[src/rtl/sram_match_scheduler_if.sv]
// Signal bundle between the port ingress/matcher array (master) and the
// SRAM match scheduler (slave).
interface sram_match_scheduler_if;
  logic [15:0] match_req;
  logic [15:0] unbind_req;
  logic [15:0] match_end;
  logic [79:0] matched_sram;
  logic [15:0] match_enable;
  logic [3:0]  cnt_16;
  logic [15:0] bound_valid;
  logic [79:0] bound_sram;
  logic [31:0] sram_occupied;
  logic [15:0] conflict;
  logic [15:0] timeout;

  modport master (
    output match_req, unbind_req, match_end, matched_sram,
    input  match_enable, cnt_16, bound_valid, bound_sram, sram_occupied,
           conflict, timeout
  );

  modport slave (
    input  match_req, unbind_req, match_end, matched_sram,
    output match_enable, cnt_16, bound_valid, bound_sram, sram_occupied,
           conflict, timeout
  );
endinterface

[src/rtl/sram_match_scheduler.sv]
// Round-robin launch scheduler for the 16 per-port SRAM matchers; owns the
// port-to-SRAM binding table and the SRAM occupancy vector.
module sram_match_scheduler #(
  parameter int MAX_ACTIVE = 4,
  parameter int TIMEOUT    = 64
) (
  input  logic                  clk,
  input  logic                  rst_n,
  sram_match_scheduler_if.slave bus
);
  localparam int         NPORT    = 16;
  localparam int         NSRAM    = 32;
  localparam logic [7:0] AGE_LAST = 8'(TIMEOUT - 1);

  logic [3:0]       rr_ptr;
  logic [7:0]       age [NPORT];
  logic [NPORT-1:0] cooldown;

  logic [NPORT-1:0] eligible;
  logic             grant_vld;
  logic [3:0]       grant_idx;
  logic [3:0]       scan_idx;
  logic [NPORT-1:0] grant_onehot;

  logic [NPORT-1:0] unbind_ok;
  logic [NPORT-1:0] done;
  logic [NPORT-1:0] commit;
  logic [NPORT-1:0] reject;
  logic [NPORT-1:0] expire;
  logic [NSRAM-1:0] unbind_mask;
  logic [NSRAM-1:0] claimed;
  logic [4:0]       sel;

  // The session count includes sessions ending this cycle, so a slot freed
  // now is only reused on the following cycle.
  always_comb begin
    eligible     = bus.match_req & ~bus.bound_valid & ~bus.match_enable & ~cooldown;
    grant_vld    = 1'b0;
    grant_idx    = '0;
    scan_idx     = '0;
    grant_onehot = '0;
    if ($countones(bus.match_enable) < MAX_ACTIVE) begin
      for (int i = 0; i < NPORT; i++) begin
        scan_idx = rr_ptr + 4'(i);
        if (!grant_vld && eligible[scan_idx]) begin
          grant_vld = 1'b1;
          grant_idx = scan_idx;
        end
      end
    end
    if (grant_vld) grant_onehot[grant_idx] = 1'b1;
  end

  always_comb begin
    unbind_ok   = bus.unbind_req & bus.bound_valid;
    unbind_mask = '0;
    for (int p = 0; p < NPORT; p++) begin
      if (unbind_ok[p]) unbind_mask[bus.bound_sram[5*p +: 5]] = 1'b1;
    end
  end

  // Commits are resolved in ascending port order: an SRAM freed by an unbind
  // this cycle is available, and the first claimant wins.
  always_comb begin
    done    = bus.match_end & bus.match_enable;
    commit  = '0;
    reject  = '0;
    expire  = '0;
    claimed = '0;
    sel     = '0;
    for (int p = 0; p < NPORT; p++) begin
      sel = bus.matched_sram[5*p +: 5];
      if (done[p]) begin
        if ((bus.sram_occupied[sel] && !unbind_mask[sel]) || claimed[sel]) begin
          reject[p] = 1'b1;
        end else begin
          commit[p]    = 1'b1;
          claimed[sel] = 1'b1;
        end
      end
      if (bus.match_enable[p] && !bus.match_end[p] && age[p] == AGE_LAST)
        expire[p] = 1'b1;
    end
  end

  always_ff @(posedge clk) begin
    if (!rst_n) begin
      bus.cnt_16        <= '0;
      bus.match_enable  <= '0;
      bus.bound_valid   <= '0;
      bus.bound_sram    <= '0;
      bus.sram_occupied <= '0;
      bus.conflict      <= '0;
      bus.timeout       <= '0;
      rr_ptr            <= '0;
      cooldown          <= '0;
      for (int p = 0; p < NPORT; p++) age[p] <= '0;
    end else begin
      bus.cnt_16        <= bus.cnt_16 + 4'd1;
      bus.match_enable  <= (bus.match_enable & ~(commit | reject | expire)) | grant_onehot;
      bus.bound_valid   <= (bus.bound_valid & ~unbind_ok) | commit;
      bus.sram_occupied <= (bus.sram_occupied & ~unbind_mask) | claimed;
      bus.conflict      <= reject;
      bus.timeout       <= expire;
      cooldown          <= commit | reject | expire;
      if (grant_vld) rr_ptr <= grant_idx + 4'd1;
      for (int p = 0; p < NPORT; p++) begin
        if (commit[p]) bus.bound_sram[5*p +: 5] <= bus.matched_sram[5*p +: 5];
        if (grant_onehot[p])
          age[p] <= '0;
        else if (bus.match_enable[p])
          age[p] <= age[p] + 8'd1;
      end
    end
  end
endmodule

[src/flat_wrapper.sv]
// flat-port wrapper written by rule: the top's interface ports become plain ports
module sram_match_scheduler_flat 
#(
  parameter int MAX_ACTIVE = 4,
  parameter int TIMEOUT    = 64
)
  (clk, rst_n, bus_match_req, bus_unbind_req, bus_match_end, bus_matched_sram, bus_match_enable, bus_cnt_16, bus_bound_valid, bus_bound_sram, bus_sram_occupied, bus_conflict, bus_timeout);
  sram_match_scheduler_if bus_i ();
  input  logic clk;
  input  logic rst_n;
  input wire logic [$bits(bus_i.match_req)-1:0] bus_match_req;
  input wire logic [$bits(bus_i.unbind_req)-1:0] bus_unbind_req;
  input wire logic [$bits(bus_i.match_end)-1:0] bus_match_end;
  input wire logic [$bits(bus_i.matched_sram)-1:0] bus_matched_sram;
  output wire logic [$bits(bus_i.match_enable)-1:0] bus_match_enable;
  output wire logic [$bits(bus_i.cnt_16)-1:0] bus_cnt_16;
  output wire logic [$bits(bus_i.bound_valid)-1:0] bus_bound_valid;
  output wire logic [$bits(bus_i.bound_sram)-1:0] bus_bound_sram;
  output wire logic [$bits(bus_i.sram_occupied)-1:0] bus_sram_occupied;
  output wire logic [$bits(bus_i.conflict)-1:0] bus_conflict;
  output wire logic [$bits(bus_i.timeout)-1:0] bus_timeout;
  assign bus_i.match_req = bus_match_req;
  assign bus_i.unbind_req = bus_unbind_req;
  assign bus_i.match_end = bus_match_end;
  assign bus_i.matched_sram = bus_matched_sram;
  assign bus_match_enable = bus_i.match_enable;
  assign bus_cnt_16 = bus_i.cnt_16;
  assign bus_bound_valid = bus_i.bound_valid;
  assign bus_bound_sram = bus_i.bound_sram;
  assign bus_sram_occupied = bus_i.sram_occupied;
  assign bus_conflict = bus_i.conflict;
  assign bus_timeout = bus_i.timeout;
  sram_match_scheduler #(.MAX_ACTIVE(MAX_ACTIVE), .TIMEOUT(TIMEOUT)) u_core (.clk(clk), .rst_n(rst_n), .bus(bus_i));
endmodule
[config.mk]
export PLATFORM = sky130hd
export DESIGN_NAME = sram_match_scheduler_flat
export DESIGN_NICKNAME = d
export VERILOG_FILES = /design/src/rtl/sram_match_scheduler_if.sv /design/src/rtl/sram_match_scheduler.sv /design/src/flat_wrapper.sv
export SDC_FILE = /design/constraint.sdc
export NUM_CORES = 2
export LEC_CHECK = 0
export CAP_MARGIN = 20
export CELL_PAD_IN_SITES_DETAIL_PLACEMENT = 1
export CELL_PAD_IN_SITES_GLOBAL_PLACEMENT = 2
export CORE_MARGIN = 1
export CORE_UTILIZATION = 36
export DETAILED_ROUTE_END_ITERATION = 12
export PLACE_DENSITY = 0.81
export SETUP_SLACK_MARGIN = 0.2
export SLEW_MARGIN = 20
export SYNTH_ARGS = -nofsm -noshare
export SYNTH_HDL_FRONTEND = slang
export SYNTH_SLANG_ARGS = --single-unit
[constraint.sdc]
create_clock -name clk -period 25.4 [get_ports clk]
set_input_delay 5.08 -clock clk [delete_from_list [all_inputs] [get_ports clk]]
set_output_delay 5.08 -clock clk [all_outputs]
set_load 0.005 [all_outputs]
==> flow_metrics.env <==
export IMPL_dieArea_um2=122000
export IMPL_ys_warn_count=0
export IMPL_initial_core_util=0.363
export IMPL_p_leak_nw=16.7
export IMPL_async_reset_ff_frac=0
export IMPL_drive_above_1_share=0.139
export IMPL_sw_frac_of_total=0.474
export IMPL_synth_main_ff_cell="dfxtp_1"
export IMPL_hold_class="register to register"
export IMPL_die_h_um=350
export IMPL_cts_made_buffers=43
export IMPL_core_area_um2=120000
export IMPL_cts_root_buf="clkbuf_16"
export IMPL_ys_ff_latch=328
export IMPL_cp_slowest_stage_delay_ps=840
export IMPL_drc=0
export IMPL_via_per_inst=7.69
export IMPL_grt_overflow_total=0
export IMPL_clk_latency_ps=690
export IMPL_synthToLayoutAreaGrowth_pct=17.7
export IMPL_pin_count=310
export IMPL_powerDensity_nw_per_um2=53.6
export IMPL_p_int_mw=1.45
export IMPL_fin_util=0.428
export IMPL_fin_setup_tns_ps=0
export IMPL_ys_seq_area_frac=0.180
export IMPL_tightest_slew_ps=1240
export IMPL_drv_cap=0
export IMPL_layout_commonest_cell="nor2_1"
export IMPL_drt_wirelength_per_cell_um=41.2
export IMPL_postRouteAntennaNets=0
export IMPL_num_rows=127
export IMPL_tritoncts="built"
export IMPL_netlist_cell_type_count=132
export IMPL_clock_path_buffers=3
export IMPL_hold_buffers=0
export IMPL_finalClockSkew_ps=66.8
export IMPL_crit_fanout=23
export IMPL_slew_headroom=0.170
export IMPL_nets=6238
export IMPL_final_area_um2=51300
export IMPL_cp_end_kind="register"
export IMPL_grt_max_degree=57
export IMPL_syn_area_um2=43600
export IMPL_cp_slowest_cell="a221oi_1"
export IMPL_switchingPower_mw=1.30
export IMPL_antenna_found_initial=25
export IMPL_setup_viol=0
export IMPL_grt_use_total=0.498
export IMPL_min_period_over_period=0.975
export IMPL_cts_sinks=328
export IMPL_avgSynthCellArea_um2=7.56
export IMPL_htree_levels=2
export IMPL_worstPathArrival_ps=25330
export IMPL_synthCells=5768
export IMPL_dp_hpwl_um=241000
export IMPL_dpl_instance_area_um2=49800
export IMPL_dr_first_iter_drc_count=10020
export IMPL_routed_wl_um=318000
export IMPL_vias=59356
export IMPL_rsz0062_at_grt="no"
export IMPL_finalMaxSlewViolations=0
export IMPL_first_global_vias=57031
export IMPL_period_minus_slack_ps=24750
export IMPL_port_buffers=309
export IMPL_hold_viol=0
export IMPL_seq_power_share=0.286
export IMPL_timing_critical_path_mode_cell="buf_4"
export IMPL_worstPathRequired_ps=25970
export IMPL_critPathLaunchType="primary input"
export IMPL_fmax_ghz=0.0404
export IMPL_ir_worst_vdd_v=0.0000491
export IMPL_gp_congestion=1.14
export IMPL_worstSetupPathType="primary input to register"
export IMPL_synth_nets=5948
export IMPL_clock_power_share=0.240
export IMPL_die_x_um=350
export IMPL_pwr_share_comb=0.474
export IMPL_synth_edff_count=128
export IMPL_clkTransAtPathRegs_ps=70
export IMPL_grt_pass1_wl_um=439000
export IMPL_layout_common_cells="787 x nor2_1, 521 x nand2_1, 377 x buf_4"
export IMPL_status="finished, final reports clean"
export IMPL_dr_pass1_iters=9
critical path: cells and delay by family:
kind                   cells  cell delay [ps]
AOI/OAI and AO/OA         30            10750
and+or+nand+nor           20             6750
buffers and inverters     11             2660
layout make-up:
| class | instances | area [um2] |
|---|---|---|
| fillers | 14590 | 68700 |
| multi-input cells | 4849 | 33500 |
| flip-flops and latches | 328 | 7850 |
| repair buffers | 690 | 5910 |
| well taps | 1612 | 2020 |
| clock buffers | 58 | 1170 |
| inverters | 146 | 553 |
| clock inverters | 21 | 283 |
| diodes | 15 | 37.5 |
cell usage after synthesis (47+ instances only):
library cell / n / area (um2)
a211oi_1: 52 / 390
a21oi_1: 236 / 1180
a221oi_1: 49 / 429
a22oi_1: 49 / 368
a311oi_1: 56 / 490
a31oi_1: 130 / 813
a32oi_1: 50 / 438
and2_1: 71 / 444
and3_1: 76 / 475
clkbuf_1: 346 / 1300
dfxtp_1: 200 / 4000
edfxtp_1: 128 / 3840
inv_1: 133 / 499
mux2i_1: 109 / 1090
mux4_2: 193 / 4350
nand2_1: 521 / 1960
nand2b_1: 47 / 294
nand3_1: 314 / 1570
nand3b_1: 82 / 616
nand4_1: 112 / 701
nor2_1: 787 / 2950
nor3_1: 203 / 1020
nor4_1: 78 / 488
o211ai_1: 60 / 450
o21ai_0: 142 / 711
o22ai_1: 327 / 2050
o31ai_1: 58 / 435
or3b_1: 49 / 429
xor2_1: 90 / 788
flip-flops by register name (all words and copies together), names as in the netlist:
register	count
u_core.bus.conflict	16
u_core.bus.cnt_16	4
u_core.rr_ptr	4
u_core.bus.bound_valid	16
u_core.bus.sram_occupied	32
u_core.bus.bound_sram	80
u_core.cooldown	16
u_core.bus.timeout	16
u_core.bus.match_enable	16
u_core.age	128
metrics by stage:
step	hold slack, ps	instances	power, mW	setup WS, ps
CTS	487	7702	2.69	1560
detailed placement	472	7623	2.03	946
floorplan	444	5768	1.51	6050
global placement	454	7623	1.99	1270
finish	487	7719	2.75	646
global route	513	7710	2.83	180
path summary, 6_finish.rpt:
| kind | slack, ps | end | cells after the start | startpoint |
|---|---|---|---|---|
| setup / recovery | 650 | u_core.bus.bound_sram[75] | 61 | bus_unbind_req[11] |
| hold / removal | 490 | u_core.bus.cnt_16[0] | 1 | u_core.bus.cnt_16[0] |
| setup reg to reg | 4950 | u_core.bus.bound_sram[75] | 60 | u_core.bus.bound_sram[35] |
| hold reg to reg | 490 | u_core.bus.cnt_16[0] | 1 | u_core.bus.cnt_16[0] |
power groups by stage:
stage	sequential (mW)	combinational, mW	clock [mW]
final	0.786	1.30	0.660
after global routing	0.796	1.36	0.678
after CTS	0.782	1.25	0.665
after detailed placement	0.791	1.23	0
after global placement	0.782	1.21	0
after floorplan	0.748	0.759	0
cells by family after synthesis:
family,count (synthesis),share of synthesized area
buf+inv,591,0.0538
fa+ha+maj,50,0.0162
mux,318,0.129
flops,328,0.180
simple gates,2676,0.314
xor+xnor,135,0.0271
compound gates,1670,0.280
routing by layer:
metal  global-route usage  wire length, um
met1                0.620           117000
met2                0.718           129000
met3                0.165            42900
met4                0.354            28200
met5              0.00118              134
repair_timing:
action / CTS / global route
buffers inserted: 0 / 2
setup endpoints to repair: 0 / 39
gates resized for setup: 0 / 3
Power figures use the tool's default switching activity.
